`src/rtl/dma_ctrl_regs.sv`:
```
// AXI4-Lite register block for a DMA engine: CTRL/SRC/DST/LEN/STATUS plus done IRQ.
// Write response 1 cycle after commit, read data 1 cycle after AR; B/R held until BREADY/RREADY.
module dma_ctrl_regs (
    input  logic        clk,
    input  logic        rst,
    input  logic [31:0] AWADDR,
    input  logic        AWVALID,
    output logic        AWREADY,
    input  logic [31:0] WDATA,
    input  logic [3:0]  WSTRB,
    input  logic        WVALID,
    output logic        WREADY,
    output logic [1:0]  BRESP,
    output logic        BVALID,
    input  logic        BREADY,
    input  logic [31:0] ARADDR,
    input  logic        ARVALID,
    output logic        ARREADY,
    output logic [31:0] RDATA,
    output logic [1:0]  RRESP,
    output logic        RVALID,
    input  logic        RREADY,
    output logic        DMAEN,
    output logic [31:0] DMASRC,
    output logic [31:0] DMADST,
    output logic [31:0] DMALEN,
    input  logic        dma_done,
    output logic        DMA_irq
);

    typedef enum logic [1:0] {WS_IDLE, WS_GOT_AW, WS_GOT_W, WS_RESP} ws_t;
    typedef enum logic {RS_IDLE, RS_DATA} rs_t;

    ws_t         ws_q, ws_d;
    rs_t         rs_q, rs_d;
    logic        en_q, ie_q, done_q, irq_q;
    logic [31:0] src_q, dst_q, len_q;
    logic [2:0]  aw_off_q;
    logic [31:0] wdat_q;
    logic [3:0]  wstrb_q;
    logic [1:0]  bresp_q, rresp_q;
    logic [31:0] rdata_q;

    logic        aw_hs, w_hs, ar_hs, commit;
    logic [2:0]  c_off;
    logic [31:0] c_dat;
    logic [3:0]  c_strb;
    logic [1:0]  ctrl_b;
    logic        en_w, ie_w, done_w;
    logic [31:0] src_w, dst_w, len_w;
    logic [1:0]  wr_resp;
    logic [31:0] rd_dat;
    logic [1:0]  rd_resp;
    logic        unused_bits;

    assign unused_bits = ^{AWADDR[31:5], AWADDR[1:0], ARADDR[31:5], ARADDR[1:0]};

    function automatic logic [31:0] merge(input logic [31:0] old, input logic [31:0] dat,
                                          input logic [3:0] strb);
        logic [31:0] r;
        r = old;
        for (int b = 0; b < 4; b++) begin
            if (strb[b]) r[b*8 +: 8] = dat[b*8 +: 8];
        end
        return r;
    endfunction

    assign AWREADY = (ws_q == WS_IDLE) || (ws_q == WS_GOT_W);
    assign WREADY  = (ws_q == WS_IDLE) || (ws_q == WS_GOT_AW);
    assign BVALID  = (ws_q == WS_RESP);
    assign BRESP   = bresp_q;
    assign ARREADY = (rs_q == RS_IDLE);
    assign RVALID  = (rs_q == RS_DATA);
    assign RDATA   = rdata_q;
    assign RRESP   = rresp_q;
    assign DMAEN   = en_q;
    assign DMASRC  = src_q;
    assign DMADST  = dst_q;
    assign DMALEN  = len_q;
    assign DMA_irq = irq_q;

    assign aw_hs = AWVALID && AWREADY;
    assign w_hs  = WVALID && WREADY;
    assign ar_hs = ARVALID && ARREADY;

    // The half captured earlier comes from the latch, the other half is live this cycle.
    assign c_off  = (ws_q == WS_GOT_AW) ? aw_off_q : AWADDR[4:2];
    assign c_dat  = (ws_q == WS_GOT_W)  ? wdat_q   : WDATA;
    assign c_strb = (ws_q == WS_GOT_W)  ? wstrb_q  : WSTRB;
    assign ctrl_b = c_strb[0] ? c_dat[1:0] : {ie_q, en_q};

    always_comb begin
        ws_d   = ws_q;
        commit = 1'b0;
        case (ws_q)
            WS_IDLE: begin
                if (aw_hs && w_hs) begin
                    commit = 1'b1;
                    ws_d   = WS_RESP;
                end else if (aw_hs) begin
                    ws_d = WS_GOT_AW;
                end else if (w_hs) begin
                    ws_d = WS_GOT_W;
                end
            end
            WS_GOT_AW: if (w_hs) begin
                commit = 1'b1;
                ws_d   = WS_RESP;
            end
            WS_GOT_W: if (aw_hs) begin
                commit = 1'b1;
                ws_d   = WS_RESP;
            end
            WS_RESP: if (BREADY) ws_d = WS_IDLE;
            default: ws_d = WS_IDLE;
        endcase
    end

    always_comb begin
        en_w    = en_q;
        ie_w    = ie_q;
        done_w  = done_q;
        src_w   = src_q;
        dst_w   = dst_q;
        len_w   = len_q;
        wr_resp = 2'b00;
        if (commit) begin
            case (c_off)
                3'd0: begin
                    ie_w = ctrl_b[1];
                    if (ctrl_b[0] && (len_q == 32'd0)) begin
                        en_w    = 1'b0;
                        wr_resp = 2'b10;
                    end else begin
                        en_w = ctrl_b[0];
                    end
                end
                3'd1: if (!en_q) src_w = merge(src_q, c_dat, c_strb);
                3'd2: if (!en_q) dst_w = merge(dst_q, c_dat, c_strb);
                3'd3: if (!en_q) len_w = merge(len_q, c_dat, c_strb);
                3'd4: if (c_dat[1] && c_strb[0]) done_w = 1'b0;
                default: wr_resp = 2'b10;
            endcase
        end
        // Engine completion overrides any coincident software write.
        if (dma_done) en_w = 1'b0;
        if (dma_done && en_q) done_w = 1'b1;
    end

    always_comb begin
        rd_dat  = 32'd0;
        rd_resp = 2'b00;
        case (ARADDR[4:2])
            3'd0:    rd_dat = {30'd0, ie_q, en_q};
            3'd1:    rd_dat = src_q;
            3'd2:    rd_dat = dst_q;
            3'd3:    rd_dat = len_q;
            3'd4:    rd_dat = {30'd0, done_q, en_q};
            default: rd_resp = 2'b10;
        endcase
    end

    always_comb begin
        rs_d = rs_q;
        case (rs_q)
            RS_IDLE: if (ARVALID) rs_d = RS_DATA;
            RS_DATA: if (RREADY)  rs_d = RS_IDLE;
            default: rs_d = RS_IDLE;
        endcase
    end

    always_ff @(posedge clk) begin
        if (!rst) begin
            ws_q     <= WS_IDLE;
            rs_q     <= RS_IDLE;
            en_q     <= 1'b0;
            ie_q     <= 1'b0;
            done_q   <= 1'b0;
            irq_q    <= 1'b0;
            src_q    <= 32'd0;
            dst_q    <= 32'd0;
            len_q    <= 32'd0;
            aw_off_q <= 3'd0;
            wdat_q   <= 32'd0;
            wstrb_q  <= 4'd0;
            bresp_q  <= 2'b00;
            rdata_q  <= 32'd0;
            rresp_q  <= 2'b00;
        end else begin
            ws_q   <= ws_d;
            rs_q   <= rs_d;
            en_q   <= en_w;
            ie_q   <= ie_w;
            done_q <= done_w;
            src_q  <= src_w;
            dst_q  <= dst_w;
            len_q  <= len_w;
            irq_q  <= done_q & ie_q;
            if (ws_q == WS_IDLE && aw_hs) aw_off_q <= AWADDR[4:2];
            if (ws_q == WS_IDLE && w_hs) begin
                wdat_q  <= WDATA;
                wstrb_q <= WSTRB;
            end
            if (commit) bresp_q <= wr_resp;
            if (ar_hs) begin
                rdata_q <= rd_dat;
                rresp_q <= rd_resp;
            end
        end
    end

endmodule

```
`config.mk`:
```
export PLATFORM = sky130hd
export DESIGN_NAME = dma_ctrl_regs
export DESIGN_NICKNAME = d
export VERILOG_FILES = /design/src/rtl/dma_ctrl_regs.sv
export SDC_FILE = /design/constraint.sdc
export NUM_CORES = 1
export LEC_CHECK = 0
export ABC_AREA = 1
export CORE_MARGIN = 2
export CORE_UTILIZATION = 51
export CTS_CLUSTER_SIZE = 12
export DETAILED_ROUTE_END_ITERATION = 10
export GPL_TIMING_DRIVEN = 0
export PLACE_DENSITY = 0.93
export SLEW_MARGIN = 10
export SYNTH_ARGS = -nofsm -noshare
export SYNTH_HDL_FRONTEND = slang
export SYNTH_SLANG_ARGS = --single-unit
```
`constraint.sdc`:
```
create_clock -name clk -period 3.4 [get_ports clk]
set_input_delay 0.68 -clock clk [delete_from_list [all_inputs] [get_ports clk]]
set_output_delay 0.68 -clock clk [all_outputs]
set_load 0.01 [all_outputs]
```
### After elaboration in Yosys (flattened, before gate mapping)

Index checks and enable logic that the tools add are counted.

| storage, ports and cells | value |
|---|---|
| register bits | 178 |
| output and inout bits | 139 |
| bits of input ports | 108 |

| cells by class | value |
|---|---|
| muxes and demuxes | 27 |
| eq/ne operators | 15 |
| reduce and logical (&&, ||, !) cells | 37 |
| bitwise logic cells | 4 |

Operators with widths:

| cell | number |
|---|---|
| $pmux W32 S5 | 1 |
| $reduce_and A4 Y1 | 13 |
| $logic_not A32 Y1 | 1 |
| $mux W32 | 1 |
| $mux W2 | 8 |
| $eq A3 B2 Y1 const B | 4 |
| $mux W1 | 11 |
| $logic_and A1 B1 Y1 | 9 |
| $pmux W2 S4 | 1 |
| $eq A3 B1 Y1 const B | 2 |
| $eq A3 B3 Y1 const B | 2 |
| $logic_not A3 Y1 | 2 |
| $reduce_and A3 Y1 | 2 |
| $reduce_bool A2 Y1 | 3 |
| $reduce_or A5 Y1 | 1 |
| $eq A2 B2 Y1 const B | 2 |
| $mux W4 | 1 |
| $ne A2 B2 Y1 const B | 2 |
| $ne A4 B3 Y1 const B | 1 |
| $pmux W2 S2 | 1 |
| $reduce_or A4 Y1 | 1 |
| $mux W3 | 1 |
| $not A1 Y1 | 3 |
| $pmux W1 S3 | 1 |
| other kinds (8) | 9 |

### Depth between registers and ports, before layout

Gate-level depths: netlist of the first run.

| depth | value |
|---|---|
| depth after elaboration | 8 |
| depth in mapped cells | 13 |
| depth with buffers taken out | 11 |

### Worst setup path after synthesis of the first run

No wires, ideal clock.

| timing path | value |
|---|---|
| path kind | reg2reg |
| from | reg ws_q[1] |
| to | reg src_q[12], in the netlist DMASRC[12] |
| arrival time | 1,689 ps |
| cell stages (with the launch flop) | 13 |
| period minus slack after synthesis | 1,802 ps |
| slack | 1,598 ps |
| path through | dfxtp_1 inv_1 ha_1 buf_4 inv_4 nand2_1 nand2_1 nand2_1 nor2_8 buf_2 nand4_1 nand2_1 nor2_1 |

| on the way | value |
|---|---|
| word-level cells in the longest chain between the ends | 7 |
| elaborated cells on any way between the ends | 17 |

RTL lines:

| element | line | text |
|---|---|---|
| start, declared | 34 | `ws_t ws_q, ws_d;` |
| start signal, assigned | 190 | `ws_q <= ws_d;` |
| $eq A2 B2 Y1 (tied with other cells) | -- |  |
| $logic_or A1 B1 Y1 (on tied branches) | 68, 69 |  |
| $logic_and A1 B1 Y1 (on tied branches) | 82, 83 |  |
| $logic_and A1 B1 Y1 | 97 | `if (aw_hs && w_hs) begin` |
| $mux W1 | 97 |  |
| $pmux W1 S3 | 95 | `case (ws_q)` |
| $reduce_and A4 Y1 (no source line) | -- |  |
| end signal, assigned | 195 | `src_q <= src_w;` |
| end, declared | 37 | `logic [31:0] src_q, dst_q, len_q;` |

Several ways; a longest one is shown, not always the timed one.
A chain may end at the register's enable or synchronous reset.

### Final worst setup path of the first run

| timing path | value |
|---|---|
| from | reg ws_q[0] |
| to | out AWREADY |

| on the way | value |
|---|---|
| word-level cells in the longest chain between the ends | 2 |
| elaborated cells on any way between the ends | 3 |

RTL lines:

| element | line | text |
|---|---|---|
| $eq A2 B2 Y1 / $logic_not A2 Y1 (equally long branches) | 68 | `assign AWREADY = (ws_q == WS_IDLE) \|\| (ws_q == WS_GOT_W);` |
| $logic_or A1 B1 Y1 * | 68 |  |
| end, declared | 8 | `output logic AWREADY,` |

Mark *: on every way between the ends. The rest lies on a longest branch, timed or not.

==> metrics, run 1 <==
grt total ovfl 0; CP max-delay cell clkdlybuf4s50_1; final worst-path cycle share 76.9%; Slew @ Worst Pin 0.836 ns; CP Buf/Inv Count 3; CP Max Fanout 5; Achievable Freq 0.383 GHz; largest net degree at the start of global routing 17; fin crit period 2.61 ns; final core occ 69.4%; CP Data Required Time 2.72 ns; RePlAce Congestion 0.953; Top FF cell, synth dfxtp_1; Synth area leader dfxtp_1; Critical Path End Type output port; Pwr Density 622 mW/mm^2; hold path depth 2; Num CTS Buffers 17; clock skew 0.00702 ns; top cells by count, synth nand2_1 (325), nor2_1 (249), dfxtp_1 (176); crit path kind flop to output port; Hold Path Class flop to flop; Sw Share 39.8%; slack of the critical path 0.786 ns; DR iter-0 viols 1176; DP HPWL 21000 um; Max rail drop VDD 0.448 mV; Unique masters post-synth 35; start of the worst register-to-register path ws_q[0]; CTS tree yes; net load switching power 2740 uW; via count 9147; Min-Delay Endpoint aw_off_q[2]; minimum hold slack 0.457 ns; hold path startpoint aw_off_q[2]; clk_lat worst skew 0.44 ns; number of synthesized flops with an enable pin 0; worst path cell trace inv_1 > ha_1 > inv_1 > nand2_1 > clkdlybuf4s50_1; Seq/Total Area, Yosys 42.3%; post-DR vias/cell 5.57; Most Frequent Cell on Critical Path inv_1; first-pass GRT wire length 43900 um; die width 132 um; CP max stage delay 0.55 ns; met1 GRT Util 38.8%; clk slew on worst S/H paths 0.06 ns; per-cell routed wire length 17.1 um; Yosys warnings 0; RSZ-0062 raised after global routing false; Synth area leaders dfxtp_1 (42%), nand2_1 (15%), nor2_1 (11%); Rows 46; vias in the first global route 8736; core box area 0.0159 mm^2; nets 1527; Area growth, synth to finish 32.6%; clock share of power 28.8%; Synth Cell Area 0.00834 mm^2; worst r2r dst DMASRC[20]; DRT Pass-1 Iters 7; share of layout cells above drive strength 1 6.94%; setup slack, reg-to-reg 1.06 ns; boundary pin count 247; clock buffer depth 2; Seq pwr share 34.6%; Slew Viols, Final 0; DR DRC count 0; top-area cell type share of the netlist area 42.3%; post-CTS setup buffers 0; Reg2Reg Depth 8; initial antenna violation count 0; GR peak layer met2; run status complete, no violations; Die Y 132 um; PnR Total Power 6880 uW; Synth Instances 1209; DRT Wirelength 28000 um; Setup crit start kind flop; TritonCTS Sinks 176; CTS Root Buffer Type clkbuf_16; Int Power 4140 uW; Die Area 0.0174 mm^2; Total GRT Usage 31.4%; endpoints failing setup 0; Syn Area/Cell 6.90 um^2; #FFs+latches synth 176; Logic pwr share 36.6%; Static Leak 0.00445 uW; # hold bufs at CTS 0; maxcap violations 0; WP data arrival 1.93 ns; async set or reset register ratio after synthesis 0%; routing usage on met2 51.0%; H-tree depth 4; met3 usage in global routing 7.04%; Port Buf Inserts 185; worst rel slew slack 44.2%; total negative setup slack 0 ns; most common cell in the synthesized netlist nand2_1; delay-heaviest family, CP buffers and inverters; Final Hold Viols 0; dpl ws 0.609 ns; Antenna Diode Count 0; Initial Utilization 52.3%; antenna-violating nets left 0; post-cts sizing count 0
## cell type report
cell class | instances | area, um^2
Fill cell | 1263 | 4880
Multi-Input combinational cell | 903 | 4270
Sequential cell | 176 | 3520
Timing Repair Buffer | 185 | 1850
Clock buffer | 18 | 439
Buffer | 67 | 310
Tap cell | 216 | 270
Inverter | 64 | 243
Clock inverter | 14 | 155
## logic make-up (layout without fill, tap and decap cells)
logic type      after synthesis  in the layout  share of synthesized area, %
simple gates                744            744                          40.1
flops                       176            176                          42.3
compound gates              138            138                          8.58
buf+inv                     131            348                          6.63
mux                          14             14                          1.68
fa+ha+maj                     5              5                         0.750
other cells                   1              2                        0.0450
## cells in the final DEF, fill, tap and decap left out, types with 3 or more instances in the layout
cell / instances
nand2_1: 325
clkdlybuf4s50_1: 185
ha_1: 5
o21ai_0: 65
buf_4: 8
dfxtp_1: 176
clkinv_4: 3
mux2i_1: 14
buf_2: 11
nand3_2: 3
o21ai_2: 4
nor2_8: 7
inv_2: 5
nor2_1: 249
nor2_4: 11
nand3_1: 80
nor3_2: 3
inv_1: 56
clkbuf_1: 43
nand4_1: 50
clkbuf_16: 17
buf_1: 3
inv_6: 5
a21oi_1: 65
nand2_2: 4
## through the flow
stage          std cells  area, um^2
2_1_floorplan       1210        8340
3_3_place_gp        1611       10500
3_5_place_dp        1611       10500
4_1_cts             1643       11100
5_1_grt             1643       11100
6_report            1643       11100
## worst max-delay path by stage
stage | start | end | slack, ns | depth (start not counted)
global placement | ARADDR[4] | RDATA[7] | 0.67 | 7
CTS | ws_q[0] | AWREADY | 0.78 | 5
finish | ws_q[0] | AWREADY | 0.79 | 5
global route | ws_q[0] | AWREADY | 0.69 | 5
floorplan | ws_q[1] | DMASRC[12] | 1.60 | 12
detailed placement | ARADDR[4] | RDATA[25] | 0.61 | 7
## worst min-delay path, stage by stage (launching register included)
cell,delay [ns]
dfxtp_1,0.30
inv_1,0.06
a21oi_1,0.06
## power groups by stage
| stage | registers [uW] | clock network [uW] | logic [uW] |
|---|---|---|---|
| 6_report | 2380 | 1980 | 2520 |
| 5_1_grt | 2390 | 2050 | 2700 |
| 4_1_cts | 2370 | 1970 | 2430 |
| 3_5_place_dp | 2420 | 0 | 2400 |
| 3_3_place_gp | 2410 | 0 | 2330 |
| 2_1_floorplan | 2420 | 0 | 1610 |
## metal layers
| metal | up-vias | share of wire, % |
|---|---|---|
| met5 | - | 0 |
| li1 | 4305 | - |
| met4 | 0 | 4.9 |
| met1 | 4116 | 38 |
| met2 | 613 | 46 |
| met3 | 113 | 12 |
## sequential cells by signal, indices dropped and copies added, names as in the netlist
register  cells
BRESP         1
ie_q          1
ws_q          2
RVALID        1
DMA_irq       1
wdat_q       32
RRESP         1
aw_off_q      3
DMADST       32
DMAEN         1
wstrb_q       4
DMASRC       32
done_q        1
DMALEN       32
RDATA        32
No activity file was read; power rests on OpenSTA's default activity.
==> run 2: changes to the inputs <==
--- a/config.mk
+++ b/config.mk
@@ -7,11 +7,11 @@
 export LEC_CHECK = 0
 export ABC_AREA = 1
 export CORE_MARGIN = 2
-export CORE_UTILIZATION = 51
+export CORE_UTILIZATION = 43
 export CTS_CLUSTER_SIZE = 12
 export DETAILED_ROUTE_END_ITERATION = 10
 export GPL_TIMING_DRIVEN = 0
-export PLACE_DENSITY = 0.93
+export PLACE_DENSITY = 0.85
 export SLEW_MARGIN = 10
 export SYNTH_ARGS = -nofsm -noshare
 export SYNTH_HDL_FRONTEND = slang
==> constraint.sdc (replaced) <==
create_clock -name clk -period 2.25 [get_ports clk]
set_input_delay 0.45 -clock clk [delete_from_list [all_inputs] [get_ports clk]]
set_output_delay 0.45 -clock clk [all_outputs]
set_load 0.01 [all_outputs]
==> run 2 against run 1 <==
Total power up 49%. Die area up 18%. Non-clock buffer count up 2. Clock-buffer cell count down 1. Final area up 0.61%. Flip-flop and latch count unchanged. Clock skew up 0.0011 ns. Combinational power up 51%.
==> metrics, run 2 (same netlist as run 1, synthesis figures left out) <==
per-cell routed wire length 16.5 um (-3.3%); TritonCTS Sinks 176 (unchanged); Setup crit start kind flop; DP Area 0.0105 mm^2 (+0.53%); Antenna Diode Count 0 (unchanged); total negative setup slack 0 ns (unchanged); Die Area 0.0205 mm^2 (+18%); maxcap violations 0 (unchanged); final worst-path cycle share 95.8%; clock buffer depth 2 (unchanged); CP Data Required Time 2.58 ns (-0.14 ns); nets 1529 (+0.13%); worst rel slew slack 46.4% (+2.2 points); run status complete, no violations; DRT Wirelength 27900 um (-0.55%); Num CTS Buffers 17 (unchanged); # fillers 1764 (+40%); Port Buf Inserts 185 (unchanged); Pwr Density 918 mW/mm^2 (+48%); DP HPWL 21200 um (+0.70%); post-DR vias/cell 5.27 (-5.3%); vias in the first global route 7966 (-8.8%); clk_lat worst skew 0.44 ns (about the same); clock skew 0.00814 ns (+0.00112 ns); RePlAce Congestion 0.982 (+3.0%); Initial Utilization 44.1% (-8.2 points); Area growth, synth to finish 33.4%; grt total ovfl 0 (unchanged); most common cell after layout, fill and taps aside nand2_1; Slew @ Worst Pin 0.796 ns (-0.0407 ns); first-pass GRT wire length 42700 um (-2.6%); WP data arrival 2.49 ns (+0.56 ns); share of layout cells above drive strength 1 7.49% (+0.55 points); Achievable Freq 0.464 GHz; core box area 0.0189 mm^2 (+19%); most frequent cells in the layout nand2_1 (325), nor2_1 (249), clkdlybuf4s50_1 (183); CTS tree yes; via count 8905 (-2.6%); endpoints failing setup 0 (unchanged); clk slew on worst S/H paths 0.07 ns (about the same); boundary pin count 247 (unchanged); Critical Path End Type flop; die width 143 um (+8.6%); Rows 50 (+8.7%); Static Leak 0.00444 uW (-0.29%); CTS Root Buffer Type clkbuf_16; DRT Pass-1 Iters 5 (-2); Total GRT Usage 27.0% (-4.4 points); DR DRC count 0 (unchanged); Die Y 143 um (+8.6%); antenna-violating nets left 0 (unchanged); CP Max Fanout 10 (+5); Slew Viols, Final 0 (unchanged); largest net degree at the start of global routing 18 (+1); Max rail drop VDD 0.754 mV (+68%); Final Hold Viols 0 (unchanged); crit path kind flop to flop; Hold Path Class flop to flop; DR iter-0 viols 994 (-15%); fin crit period 2.16 ns; initial antenna violation count 0 (unchanged); final non-filler cell area 0.0111 mm^2 (+0.61%); H-tree depth 4 (unchanged)
run 2: cell types whose count changed in the layout (fill, tap and decap cells not counted), moves of 2 or more:
cell | previous run | this run
dlygate4sd2_1 | 0 | 2
inv_8 | 0 | 3
clkdlybuf4s50_1 | 185 | 183
inv_2 | 5 | 7
bufinv_16 | 2 | 0
clkbuf_4 | 0 | 6
inv_1 | 56 | 54
buf_4 | 8 | 10
buf_2 | 11 | 5
ha_1 | 5 | 3
run 2: what timing repair did:
| action | in CTS | in global routing |
|---|---|---|
| setup endpoints to repair | 2 | 36 |
| hold buffers | 0 | 0 |
| pin swaps | 0 | 1 |
| setup buffers | 0 | 2 |
| gates resized for setup | 8 | 8 |
run 2: metal layers:
layer	global-route usage, %	routed length [um]
met3	5.84	2820
met2	42.0	12500
met4	11.4	987
met1	36.4	11600
met5	0	0
run 2: through the flow:
stage | util [%] | hold slack [ns] | instances | setup slack (ns) | power (uW)
after floorplan | - | 0.423 | 1210 | 0.448 | 6090
after global placement | 55.7 | 0.438 | 1655 | -0.237 | 7190
after detailed placement | 55.7 | 0.443 | 1655 | -0.293 | 7270
after CTS | 58.7 | 0.454 | 1687 | 0.103 | 10100
after global routing | 58.9 | 0.478 | 1689 | -0.0890 | 10700
final | 58.9 | 0.454 | 1689 | 0.0944 | 10200
run 2: cell type report:
class,instances,area [um^2],area share [%]
timing repair buffer,187,1860,16.8
buffer,67,325,2.92
multi-input combinational,903,4290,38.6
sequential,176,3520,31.7
clock buffer,17,425,3.82
inverter,64,243,2.18
clock inverter,15,128,1.15
tap,260,325,2.92
run 2: final timing paths:
check / from / endpoint / slack, ns / depth (start not counted)
max reg2reg: ws_q[1] / DMALEN[7] / 0.09 / 10
min: wdat_q[14] / wdat_q[14] / 0.45 / 2
max: ws_q[1] / DMALEN[7] / 0.09 / 10
min reg2reg: wdat_q[14] / wdat_q[14] / 0.45 / 2
run 2: where the power goes:
part | leakage [uW] | switching (uW) | internal (uW)
Combinational | 0.00274 | 2620 | 1180
Sequential | 0.00143 | 183 | 3410
Clock | 0.000266 | 1370 | 1450
run 2: critical path: stages (launching register included):
cell      delay (ns)
dfxtp_2         0.38
inv_2           0.07
ha_1            0.18
buf_4           0.17
o21ai_2         0.27
nand2_1         0.15
nor2_4          0.24
clkbuf_4        0.29
nand3_1         0.13
nand2_1         0.11
nor2_1          0.06
==> run 3: changes to the inputs <==
--- a/config.mk
+++ b/config.mk
@@ -11,6 +11,8 @@
 export CTS_CLUSTER_SIZE = 12
 export DETAILED_ROUTE_END_ITERATION = 10
 export GPL_TIMING_DRIVEN = 0
+export HOLD_SLACK_MARGIN = 0.06
+export MAX_ROUTING_LAYER = met4
 export PLACE_DENSITY = 0.85
 export SLEW_MARGIN = 10
 export SYNTH_ARGS = -nofsm -noshare
==> constraint.sdc (replaced) <==
create_clock -name clk -period 2.25 [get_ports clk]
set_input_delay 0.45 -clock clk [delete_from_list [all_inputs] [get_ports clk]]
set_output_delay 0.45 -clock clk [all_outputs]
set_load 0.02 [all_outputs]
==> run 3 against run 2 <==
Via count rose by 0.70%. Utilization rose by 0.92 points. Wire length rose by 3.3%. Global-route usage rose by 1.3 points. Die area did not move. First-iteration DRC count rose by 9.5%. Final area rose by 1.6%. Worst setup slack got worse by 0.026 ns. Non-clock buffer count rose by 4. Sequential power barely moved. Critical endpoint is now RDATA[22]. Largest cell class unchanged. Highest routed layer unchanged.
==> metrics, run 3 (same netlist as run 1, synthesis figures left out) <==
PnR Total Power 11000 uW (+7.2%); Critical Path End Type flop; Total GRT Usage 28.3% (+1.3 points); non-filler cells, final 1693 (+0.24%); Antenna Diode Count 0 (unchanged); Static Leak 0.00452 uW (+2.0%); final worst-path cycle share 97.0% (+1.2 points); via count 8967 (+0.70%); DR iter-0 viols 1088 (+9.5%); first-pass GRT wire length 43200 um (+1.1%); nets 1533 (+0.26%); CTS tree yes; post-DR vias/cell 5.30 (+0.46%); Die Y 143 um (unchanged); Slew @ Worst Pin 0.808 ns (+0.0119 ns); vias in the first global route 8071 (+1.3%); initial antenna violation count 0 (unchanged); DRT Wirelength 28800 um (+3.3%); total negative setup slack 0 ns (unchanged); share of layout cells above drive strength 1 8.09% (+0.61 points); Num CTS Buffers 17 (unchanged); Hold Path Class flop to flop; core box area 0.0189 mm^2 (unchanged); Achievable Freq 0.458 GHz (-1.2%); DRT Pass-1 Iters 7 (+2); Final Hold Viols 0 (unchanged); most common cell after layout, fill and taps aside nand2_1; H-tree depth 4 (unchanged); antenna-violating nets left 0 (unchanged); Max rail drop VDD 0.698 mV (-7.5%); Area growth, synth to finish 35.5%; grt total ovfl 0 (unchanged); CP Data Required Time 2.62 ns (+0.04 ns); clock skew 0.00906 ns (+0.000917 ns); largest net degree at the start of global routing 17 (-1); DP HPWL 21500 um (+1.3%); placed insts 1655 (unchanged); # hold bufs at CTS 0 (unchanged); Port Buf Inserts 185 (unchanged); Pwr Density 969 mW/mm^2 (+5.6%); most frequent cells in the layout nand2_1 (325), nor2_1 (249), clkdlybuf4s50_1 (183); Die Area 0.0205 mm^2 (unchanged); die width 143 um (unchanged); fin crit period 2.18 ns (+0.0265 ns); CP Max Fanout 10 (unchanged); RePlAce Congestion 0.949 (-3.4%); Rows 50 (unchanged); final core occ 59.8% (+0.92 points); Setup crit start kind primary input; TritonCTS Sinks 176 (unchanged); Slew Viols, Final 0 (unchanged); WP data arrival 2.55 ns (+0.06 ns); crit path kind primary input to flop; clk slew on worst S/H paths 0.06 ns (about the same); clk_lat worst skew 0.44 ns (about the same); clock buffer depth 2 (unchanged); boundary pin count 247 (unchanged); RSZ-0062 raised after global routing true; per-cell routed wire length 17.0 um (+3.1%); DR DRC count 0 (unchanged); worst rel slew slack 45.6% (-0.80 points); minimum hold slack 0.453 ns (-0.000825 ns); Initial Utilization 44.1% (unchanged); CTS Root Buffer Type clkbuf_16; endpoints failing setup 0 (unchanged); run status complete, no violations; maxcap violations 0 (unchanged)
## run 3: worst paths after layout
check	end	slack [ns]	from	depth (start not counted)
setup / recovery	RDATA[22]	0.07	ARADDR[3]	8
hold / removal	wdat_q[3]	0.45	wdat_q[3]	2
setup reg to reg	DMALEN[7]	0.11	ws_q[1]	12
hold reg to reg	wdat_q[3]	0.45	wdat_q[3]	2
## run 3: layer usage
layer / up-vias / GRT usage [%] / wire length [um]
met5: - / - / 0
met4: 0 / 12.2 / 947
met3: 72 / 5.97 / 2910
met2: 503 / 43.2 / 13100
met1: 4082 / 36.4 / 11800
li1: 4310 / - / -
## run 3: where the power goes
part           internal [uW]  total, uW  switching [uW]  leakage, uW
registers               3410       3600             187      0.00143
clock network           1960       3260            1300     0.000315
logic                   1270       4090            2820      0.00278
total                   6640      11000            4310      0.00452
## run 3: worst max-delay path, stage by stage
cell,delay [ns]
clkdlybuf4s50_1,0.59
inv_1,0.13
nor3_2,0.27
clkbuf_1,0.62
nand2_1,0.11
nand3_1,0.13
nand2_1,0.09
a21oi_1,0.14
## run 3: cell type report
cell class | instances | area [um^2]
Inverter | 64 | 243
Timing Repair Buffer | 191 | 1890
Clock inverter | 11 | 176
Clock buffer | 21 | 470
Buffer | 67 | 329
Tap cell | 260 | 325
Multi-Input combinational cell | 903 | 4340
Fill cell | 1691 | 7590
Sequential cell | 176 | 3520
## run 3: metrics by stage
step / instance area [um^2] / setup slack (ns)
floorplan: 8340 / 0.435
global placement: 10500 / -0.283
detailed placement: 10500 / -0.301
CTS: 11200 / 0.0117
global route: 11300 / -0.0102
finish: 11300 / 0.0679
## run 3: timing repair
| item | 4_1_cts | 5_1_grt |
|---|---|---|
| endpoints found under the setup margin | 2 | 73 |
| pin swaps | 0 | 6 |
| setup buffers | 0 | 6 |
| gates resized for setup | 2 | 32 |
